**config.mk**
```make
export PLATFORM = sky130hd
export DESIGN_NAME = mul_shift_add
export DESIGN_NICKNAME = d
export VERILOG_FILES = /design/src/rtl/mul_pkg.sv /design/src/rtl/mul_operand_prep.sv /design/src/rtl/mul_shift_add.sv
export SDC_FILE = /design/constraint.sdc
export NUM_CORES = 1
export LEC_CHECK = 0
export CAP_MARGIN = 20
export CORE_AREA = 2 2 182 112
export CTS_CLUSTER_DIAMETER = 40
export DETAILED_ROUTE_END_ITERATION = 8
export DIE_AREA = 0 0 184 114
export PLACE_DENSITY = 0.93
export REMOVE_ABC_BUFFERS = 1
export SLEW_MARGIN = 40
export SYNTH_ARGS = -nofsm -noshare
export SYNTH_HDL_FRONTEND = slang
export SYNTH_HIERARCHICAL = 1
export SYNTH_SLANG_ARGS = --single-unit
```
**constraint.sdc**
```tcl
create_clock -name clk -period 6.9 [get_ports clk]
set_input_delay 1.38 -clock clk [delete_from_list [all_inputs] [get_ports clk]]
set_output_delay 1.38 -clock clk [all_outputs]
set_load 0.005 [all_outputs]
```
**src/rtl/mul_pkg.sv**
```systemverilog
// Shared types and sizing for the iterative shift-add multiplier.
// Imported by the operand prep and the multiplier top.
package mul_pkg;

  localparam int XLEN_DEFAULT = 32;
  localparam int CNT_W = $clog2(XLEN_DEFAULT);

  typedef enum logic [1:0] {
    IDLE,
    BUSY,
    NEG,
    DONE
  } state_t;

endpackage

```
**src/rtl/mul_operand_prep.sv**
```systemverilog
// Operand magnitudes and result sign for a multiply.
// Purely combinational; 0x80..0 maps to unsigned 2^(XLEN-1).
module mul_operand_prep
  import mul_pkg::*;
#(
  parameter int XLEN = XLEN_DEFAULT
) (
  input  logic [XLEN-1:0] in_a,
  input  logic [XLEN-1:0] in_b,
  input  logic            a_signed,
  input  logic            b_signed,
  output logic [XLEN-1:0] abs_a,
  output logic [XLEN-1:0] abs_b,
  output logic            neg
);

  logic a_neg;
  logic b_neg;

  assign a_neg = a_signed & in_a[XLEN-1];
  assign b_neg = b_signed & in_b[XLEN-1];

  assign abs_a = a_neg ? (~in_a + 1'b1) : in_a;
  assign abs_b = b_neg ? (~in_b + 1'b1) : in_b;
  assign neg   = a_neg ^ b_neg;

endmodule

```
**src/rtl/mul_shift_add.sv**
```systemverilog
// Radix-2 shift-add multiplier driving an external 2*XLEN adder.
// The same adder accumulates partial products and negates the result.
module mul_shift_add
  import mul_pkg::*;
#(
  parameter int XLEN = XLEN_DEFAULT
) (
  input  logic              clk,
  input  logic              rst,
  input  logic              flush,
  input  logic              in_valid,
  output logic              in_ready,
  input  logic [XLEN-1:0]   in_a,
  input  logic [XLEN-1:0]   in_b,
  input  logic              a_signed,
  input  logic              b_signed,
  output logic              out_valid,
  input  logic              out_ready,
  output logic [2*XLEN-1:0] out_prod,
  output logic [2*XLEN-1:0] add_a,
  output logic [2*XLEN-1:0] add_b,
  output logic              add_cin,
  input  logic [2*XLEN-1:0] add_sum
);

  localparam int PW = 2 * XLEN;
  localparam int CW = $clog2(XLEN);
  localparam logic [CW-1:0] LAST = CW'(XLEN - 1);

  state_t          state;
  logic [PW-1:0]   mcand;
  logic [PW-1:0]   acc;
  logic [XLEN-1:0] mplier;
  logic [CW-1:0]   cnt;
  logic            neg;

  logic [XLEN-1:0] abs_a;
  logic [XLEN-1:0] abs_b;
  logic            op_neg;

  mul_operand_prep #(
    .XLEN(XLEN)
  ) u_prep (
    .in_a    (in_a),
    .in_b    (in_b),
    .a_signed(a_signed),
    .b_signed(b_signed),
    .abs_a   (abs_a),
    .abs_b   (abs_b),
    .neg     (op_neg)
  );

  always_ff @(posedge clk) begin
    if (rst) begin
      state  <= IDLE;
      acc    <= '0;
      cnt    <= '0;
      mcand  <= '0;
      mplier <= '0;
      neg    <= 1'b0;
    end else if (flush) begin
      state <= IDLE;
      acc   <= '0;
      cnt   <= '0;
    end else begin
      unique case (state)
        IDLE: begin
          if (in_valid) begin
            mcand  <= PW'(abs_a);
            mplier <= abs_b;
            neg    <= op_neg;
            acc    <= '0;
            cnt    <= '0;
            state  <= BUSY;
          end
        end
        BUSY: begin
          acc <= add_sum;
          cnt <= cnt + 1'b1;
          if (cnt == LAST) begin
            state <= neg ? NEG : DONE;
          end
        end
        NEG: begin
          acc   <= add_sum;
          state <= DONE;
        end
        DONE: begin
          if (out_ready) begin
            state <= IDLE;
          end
        end
        default: state <= IDLE;
      endcase
    end
  end

  // Adder operands are decoded straight from state; no register on this path.
  always_comb begin
    add_a   = '0;
    add_b   = '0;
    add_cin = 1'b0;
    unique case (state)
      BUSY: begin
        add_a = acc;
        add_b = mplier[cnt] ? (mcand << cnt) : '0;
      end
      NEG: begin
        add_a   = ~acc;
        add_cin = 1'b1;
      end
      default: ;
    endcase
  end

  assign in_ready  = (state == IDLE);
  assign out_valid = (state == DONE);
  assign out_prod  = acc;

endmodule

```
**Yosys cells after proc, flatten, opt, wreduce, memory -nomap -nowiden**

Index checks and enable logic that the tools add are counted.

- $add $sub $neg: 3
- Order comparisons: 1
- Equality and inequality tests: 7
- Shift-type cells: 1
- Mux-type cells: 17
- Bitwise logic cells: 7
- Reductions and logical operators: 9

Operators with widths:

| cell | number |
|---|---|
| 64-bit one-hot mux with 2 select lines | 2 |
| 64-bit two-way mux | 3 |
| 32-bit by 1-bit adder with 32-bit output, second input constant | 2 |
| 32-bit two-way mux | 2 |
| 32-bit NOT | 2 |
| 64-bit NOT | 1 |
| 32-bit by 5-bit << shifter with 64-bit output | 1 |
| 5-bit one-hot mux with 2 select lines | 1 |
| 2-bit one-hot mux with 4 select lines | 1 |
| 5-bit by 6-bit less-than comparator with 1-bit output, second input constant | 1 |
| 2-bit two-way mux | 3 |
| 3-bit AND reduction | 2 |
| 5-bit by 1-bit adder with 5-bit output, second input constant | 1 |
| 1-bit binary-select mux with 5-bit select | 1 |
| 5-bit == test, second input constant | 1 |
| 5-bit two-way mux | 1 |
| 2-bit == test, second input constant | 2 |
| 2-bit inequality test, second input constant | 2 |
| 2-bit AND reduction | 2 |
| 2-bit nonzero test | 2 |
| 2-bit OR reduction | 2 |
| 1-bit two-way mux | 3 |
| 1-bit bitwise AND | 2 |
| 2-bit by 1-bit == test with 1-bit output, second input constant | 1 |
| other kinds (4) | 4 |

- Bits in registers: 136
- Output and inout bits: 195
- Word-level logic and storage cells: 51

**Logic depth before layout (Yosys ltp)**

- Depth in word-level cells: 4
- Mapped depth: 10
- Gate-level depth less buffers: 8

**Cells and area by module**

Netlist, hierarchy kept.

By module, submodules not included:

| module | times used | cells each | area an instance (um^2) | sequential area each (um^2) |
|---|---|---|---|---|
| mul_shift_add | 1 | 1026 | 8150.3 | 2722.6 |
| mul_operand_prep | 1 | 200 | 1356.3 | 0.0 |

**Worst setup path after synthesis**

OpenSTA, ideal clock, no wires.

- Path kind: input-to-reg
- From: in in_b[20]
- To: reg mplier[31]
- Arrival time: 3.301 ns
- Setup slack: 3.529 ns
- Stages on the path: 7
- Cells stage by stage: or4_4 > or4_4 > or3_4 > o41ai_2 > and2_1 > nand2_1 > a21oi_1

- Word-level cells in the longest chain between the ends: 3

RTL lines:

| element | line | RTL |
|---|---|---|
| start: declaration | mul_shift_add.sv:14 | `input logic [XLEN-1:0] in_b,` |
| 32-bit NOT | mul_operand_prep.sv:24 | `assign abs_b = b_neg ? (~in_b + 1'b1) : in_b;` |
| 32-bit by 1-bit adder with 32-bit output | mul_operand_prep.sv:24 |  |
| 32-bit two-way mux | mul_operand_prep.sv:24 |  |
| net abs_b[31] | mul_shift_add.sv:38 | `logic [XLEN-1:0] abs_b;` |
| end signal: assignment | mul_shift_add.sv:70 | `mplier <= abs_b;` |
| end: declaration | mul_shift_add.sv:33 | `logic [XLEN-1:0] mplier;` |

The timed path passes the listed nets, and every way through them passes these cells.
A chain may end at the register's enable or synchronous reset.

**Final worst setup path**

- From: reg cnt[0]
- To: out add_b[19]

- Word-level cells in the longest chain between the ends: 4
- Elaborated cells on any way between the ends: 5
- Those cells by class: 1 x shift; 4 x mux

RTL lines:

| element | line | RTL |
|---|---|---|
| start: declaration | mul_shift_add.sv:34 | `logic [CW-1:0] cnt;` |
| start signal: assignment | mul_shift_add.sv:79 | `cnt <= cnt + 1'b1;` |
| 1-bit binary-select mux with 5-bit select | mul_shift_add.sv:106 | `add_b = mplier[cnt] ? (mcand << cnt) : '0;` |
| 1-bit two-way mux (implied by the code) | mul_shift_add.sv:106 |  |
| 64-bit two-way mux * | mul_shift_add.sv:106 |  |
| 64-bit two-way mux * | mul_shift_add.sv:103 | `unique case (state)` |
| end: declaration | mul_shift_add.sv:21 | `output logic [2*XLEN-1:0] add_b,` |

Every way passes the cells marked *; elsewhere a longest branch is shown, timed or not. The select of a mux whose other input is x is not followed.

==> results.txt <==
The post-CTS setup-driven buffer insertion count is 0. STA puts the critical path data required time at around 5.5 ns. The initial utilization of the core area, before any placement, comes to 0.4871.

In this run, CTS created clock tree buffers numbering 17. The count of cells resized by post-cts repair came out at 0. Setup violations remaining at the end of the flow were counted as 0. The number of DRC markers in iteration 0 is 1,352.

The largest vdd supply drop came out at ~0.16 mV. Summed over all layers, the routed wires come to between 30,000 and 40,000 um. The async set-or-reset flop fraction in the synthesized netlist is 0.

The most used flip-flop cell after synthesis is dfxtp_1. The synthesized-area fraction occupied by adder cells is 0.01185. The class of the most critical setup path is flip-flop to output pin. The global-route wire length before repair came out at roughly 54,000 um.

Yosys mapped the design onto between 60 and 70 distinct sky130hd cell types. The synthesized-area fraction occupied by ao, oa, aoi and oai cells is 0.1907. The number of enable-type register cells in the synthesized netlist came out at 0.

The leakage power figure is ~4.4 nW. The net count of the finished layout is 1,618. The insertion delay to the later sink of the worst-skew pair came out at between 0.4 and 0.5 ns. The total routing resource utilization after global routing came out at 0.3285. The ratio of total power to cell area is approximately 160 nW/um2. For this design, the sink count on the clock tree is 136. The final count of pins violating max slew came out at 0.

Leaving out fill and tap cells, the most frequent cell in the layout is clkdlybuf4s50_1. Of the synthesized area, sequential elements account for 0.2864. The measured slew at the worst slew-check pin is around 0.91 ns. The overall power consumption came out at 0.002155 W.

The total die area came out at between 20,000 and 25,000 um2. Setup repair after global routing left no endpoint under its margin. The cell family contributing the most delay on the critical path is buffers and inverters. The post-synthesis share of cell area spent on and, or, nand and nor gates is 0.2074. The filler cell count in the final layout came out at between 1.5k and 2k. Summed over all layers, the global routing overflow is 0. The layout-stage area growth over the synthesis result is 40.21%. Leaving out fill and tap cells, the most frequent cells in the layout are clkdlybuf4s50_1 (327), nand2_1 (234), a21oi_1 (149). The initial antenna violation count is 0. For this run, the top clock speed supported by timing is a little under 200 MHz. The final clock period utilization by the worst path is 0.7343. The via count of the first global-routing pass came out at around 9.5k. The x dimension of the die came out at ~180 um. The maximum net fanout on the critical path came out at 39. The number of diodes added for antenna fixing is 0. The floorplan die height came out at 114 um. For this run, the detailed router's first-pass iteration total came to 5.

The worst setup path is launched from a flip-flop. The number of synthesized register bits came out at 136. The total vias in the final route came out at roughly 11k.

The hold buffer count at cts is 0. The area of the mapped netlist came out at around 9500 um2. The endpoint class of the critical path is an output pin.

The worst slew slack as a fraction of its limit came out at 0.3883. In this run the deepest clock path goes through 2 buffers. The final hold violation count came out at 0.

Counting every instance in the synthesized netlist gives between 1k and 1.5k. The fraction of final layout cells with drive strength greater than 1 came out at 0.1151. The post-DP HPWL came out at between 20,000 and 30,000 um.

For this run, the number of Yosys warnings is 6. The time the final worst path needs with I/O delays and setup came out at slightly above 5 ns. The run finished with clean final reports. The data arrival time of the worst path is between 3 and 4 ns. TritonCTS built the clock tree. Input and output buffers added on the ports amount to 328. Entering global routing, the biggest net connects between 70 and 80 pins. By instance count, the cell type seen most on the critical path is buf_4. The number of buffers and inverters on the critical path came out at 3. CTS placed an instance of clkbuf_16 at the clock tree root.

By area, the combinational part of the netlist is dominated by simple AND/OR/NAND/NOR gates. The total of max-cap violations came out at 0. In the final routed layout, each cell accounts on average for approximately 21 um. In this run the worst hold path is classified as flip-flop to flip-flop.

The per-instance average area after synthesis came out at between 7 and 8 um2. The portion of netlist area occupied by mux cells came out at 0.1889. Between clock sinks in the finished design, the worst skew comes to between 0.008 and 0.009 ns.

The number of core rows is 40. The setup TNS is 0 ns. The signal on the critical path passes through buf_4 > mux4_2 > nand3_1 > nand2_1 > nor2_2 > buf_4 > o22ai_1 > clkdlybuf4s50_1.

The xor and xnor area share after synthesis came out at 0.05436. The post-detailed-route DRC marker count came out at 0. The clock transition at the registers of the reported paths is ~0.060 ns. The top-level I/O count is 330. For this design, the slowest cell found on the critical path is dfxtp_2. The total area inside the core boundary comes to just under 20,000 um2.

Routability-driven placement finished with a final weighted congestion of 0.9673. The count of antenna-violating nets left after detailed routing is 0. The clock tree synthesis step divided the H-tree into 4 levels.

The stage delay of the slowest cell on the critical path came out at between 0.7 and 0.8 ns. After detailed routing, the number of vias per cell comes to 6.125.
[per-layer routing]
metal  vias to the layer above  track usage  part of all wire
li1                       4870            -                 -
met1                      5074       0.4583              0.42
met2                       637       0.4979              0.45
met3                        65      0.08557              0.11
met4                         0       0.1008             0.020
met5                         -            0                 0
[registers in the layout (all words and copies together) (netlist names)]
register and cells:
cnt 5, mcand 32, mplier 32, neg 1, out_prod 64, state 2
[cell families (layout without fill, tap and decap cells)]
family / after synthesis / count (layout)
buffers and inverters: 125 / 385
DFF: 136 / 136
AOI/OAI and AO/OA: 296 / 296
other: 1 / 1
adders and majority gates: 9 / 9
and+or+nand+nor: 444 / 444
muxes: 156 / 156
xor gates and xnor gates: 59 / 59
[power by group]
group          internal (W)  switching (W)  total [W]  leakage (nW)
registers          0.000813      0.0000320   0.000845          1.11
logic              0.000185       0.000214   0.000399          2.96
clock network      0.000558       0.000354   0.000911         0.288
[worst register-to-register path, cell delays in order (launching register included)]
cell,delay [ns]
dfxtp_2,0.63
buf_4,0.50
ha_1,0.28
and3_1,0.18
ha_1,0.18
o221ai_1,0.22
or3_1,0.40
a21oi_1,0.13
[path summary, 6_finish.rpt]
kind,startpoint,slack (ns),cells after the start,endpoint
max,cnt[0]$_SDFFE_PP0P_,1.83,8,add_b[19]
min,mplier[16]$_SDFFE_PP0P_,0.46,2,mplier[16]$_SDFFE_PP0P_
max reg2reg,cnt[1]$_SDFFE_PP0P_,4.32,7,state[0]$_SDFFE_PP0P_
min reg2reg,mplier[16]$_SDFFE_PP0P_,0.46,2,mplier[16]$_SDFFE_PP0P_
[through the flow]
| stage | utilization | instances | hold WS [ns] | setup slack [ns] | cell area, um2 |
|---|---|---|---|---|---|
| after floorplan | - | 1114 | 0.4271 | 1.591 | 8985 |
| after global placement | 0.6513 | 1707 | 0.4412 | 2.327 | 12710 |
| after detailed placement | 0.6526 | 1707 | 0.4495 | 2.312 | 12740 |
| after CTS | 0.6828 | 1738 | 0.4573 | 1.860 | 13330 |
| after global routing | 0.6829 | 1738 | 0.4770 | 1.627 | 13330 |
| final | 0.6829 | 1738 | 0.4593 | 1.833 | 13330 |
[Yosys cell counts, types with 3 or more instances]
cell type  number  share of area
a22oi_1        12         0.0095
and2_1          9         0.0059
and3_1          6         0.0039
or4_1           3         0.0024
nor3_1          8         0.0042
a22o_1         10         0.0092
o22ai_1        33          0.022
dfxtp_1       136           0.29
nand2b_1        6         0.0039
buf_2          12         0.0063
inv_1          11         0.0043
or3_1           5         0.0033
nor2b_1         6         0.0039
a21oi_1       149          0.078
or2_2           6         0.0039
nor2_1         65          0.026
buf_4          12         0.0095
a221oi_1       15          0.014
nand3_1        73          0.038
mux4_2         10          0.024
nor4_1          9         0.0059
o31ai_1        15          0.012
a31oi_1         4         0.0026
o32ai_1         3         0.0028
mux2i_1        59          0.062
ha_1            9          0.012
buf_1           3         0.0012
o21ai_0        28          0.015
buf_6           4         0.0047
clkbuf_1       80          0.032
xnor2_1        39          0.036
nand2_1       235          0.093
xor2_1         20          0.018
o41ai_1         6         0.0055
mux2_2         87           0.10
[layout make-up]
| class | count | area (um2) | area share |
|---|---|---|---|
| clock buffers | 20 | 466.7 | 0.03501 |
| clock inverters | 11 | 121.4 | 0.009105 |
| flip-flops and latches | 136 | 2728 | 0.2046 |
| well taps | 252 | 315.3 | 0.02366 |
| inverters | 13 | 48.80 | 0.003661 |
| repair buffers | 341 | 3376 | 0.2533 |
| multi-input cells | 965 | 6274 | 0.4707 |
Note: power is estimated with default switching activity, not from simulation.
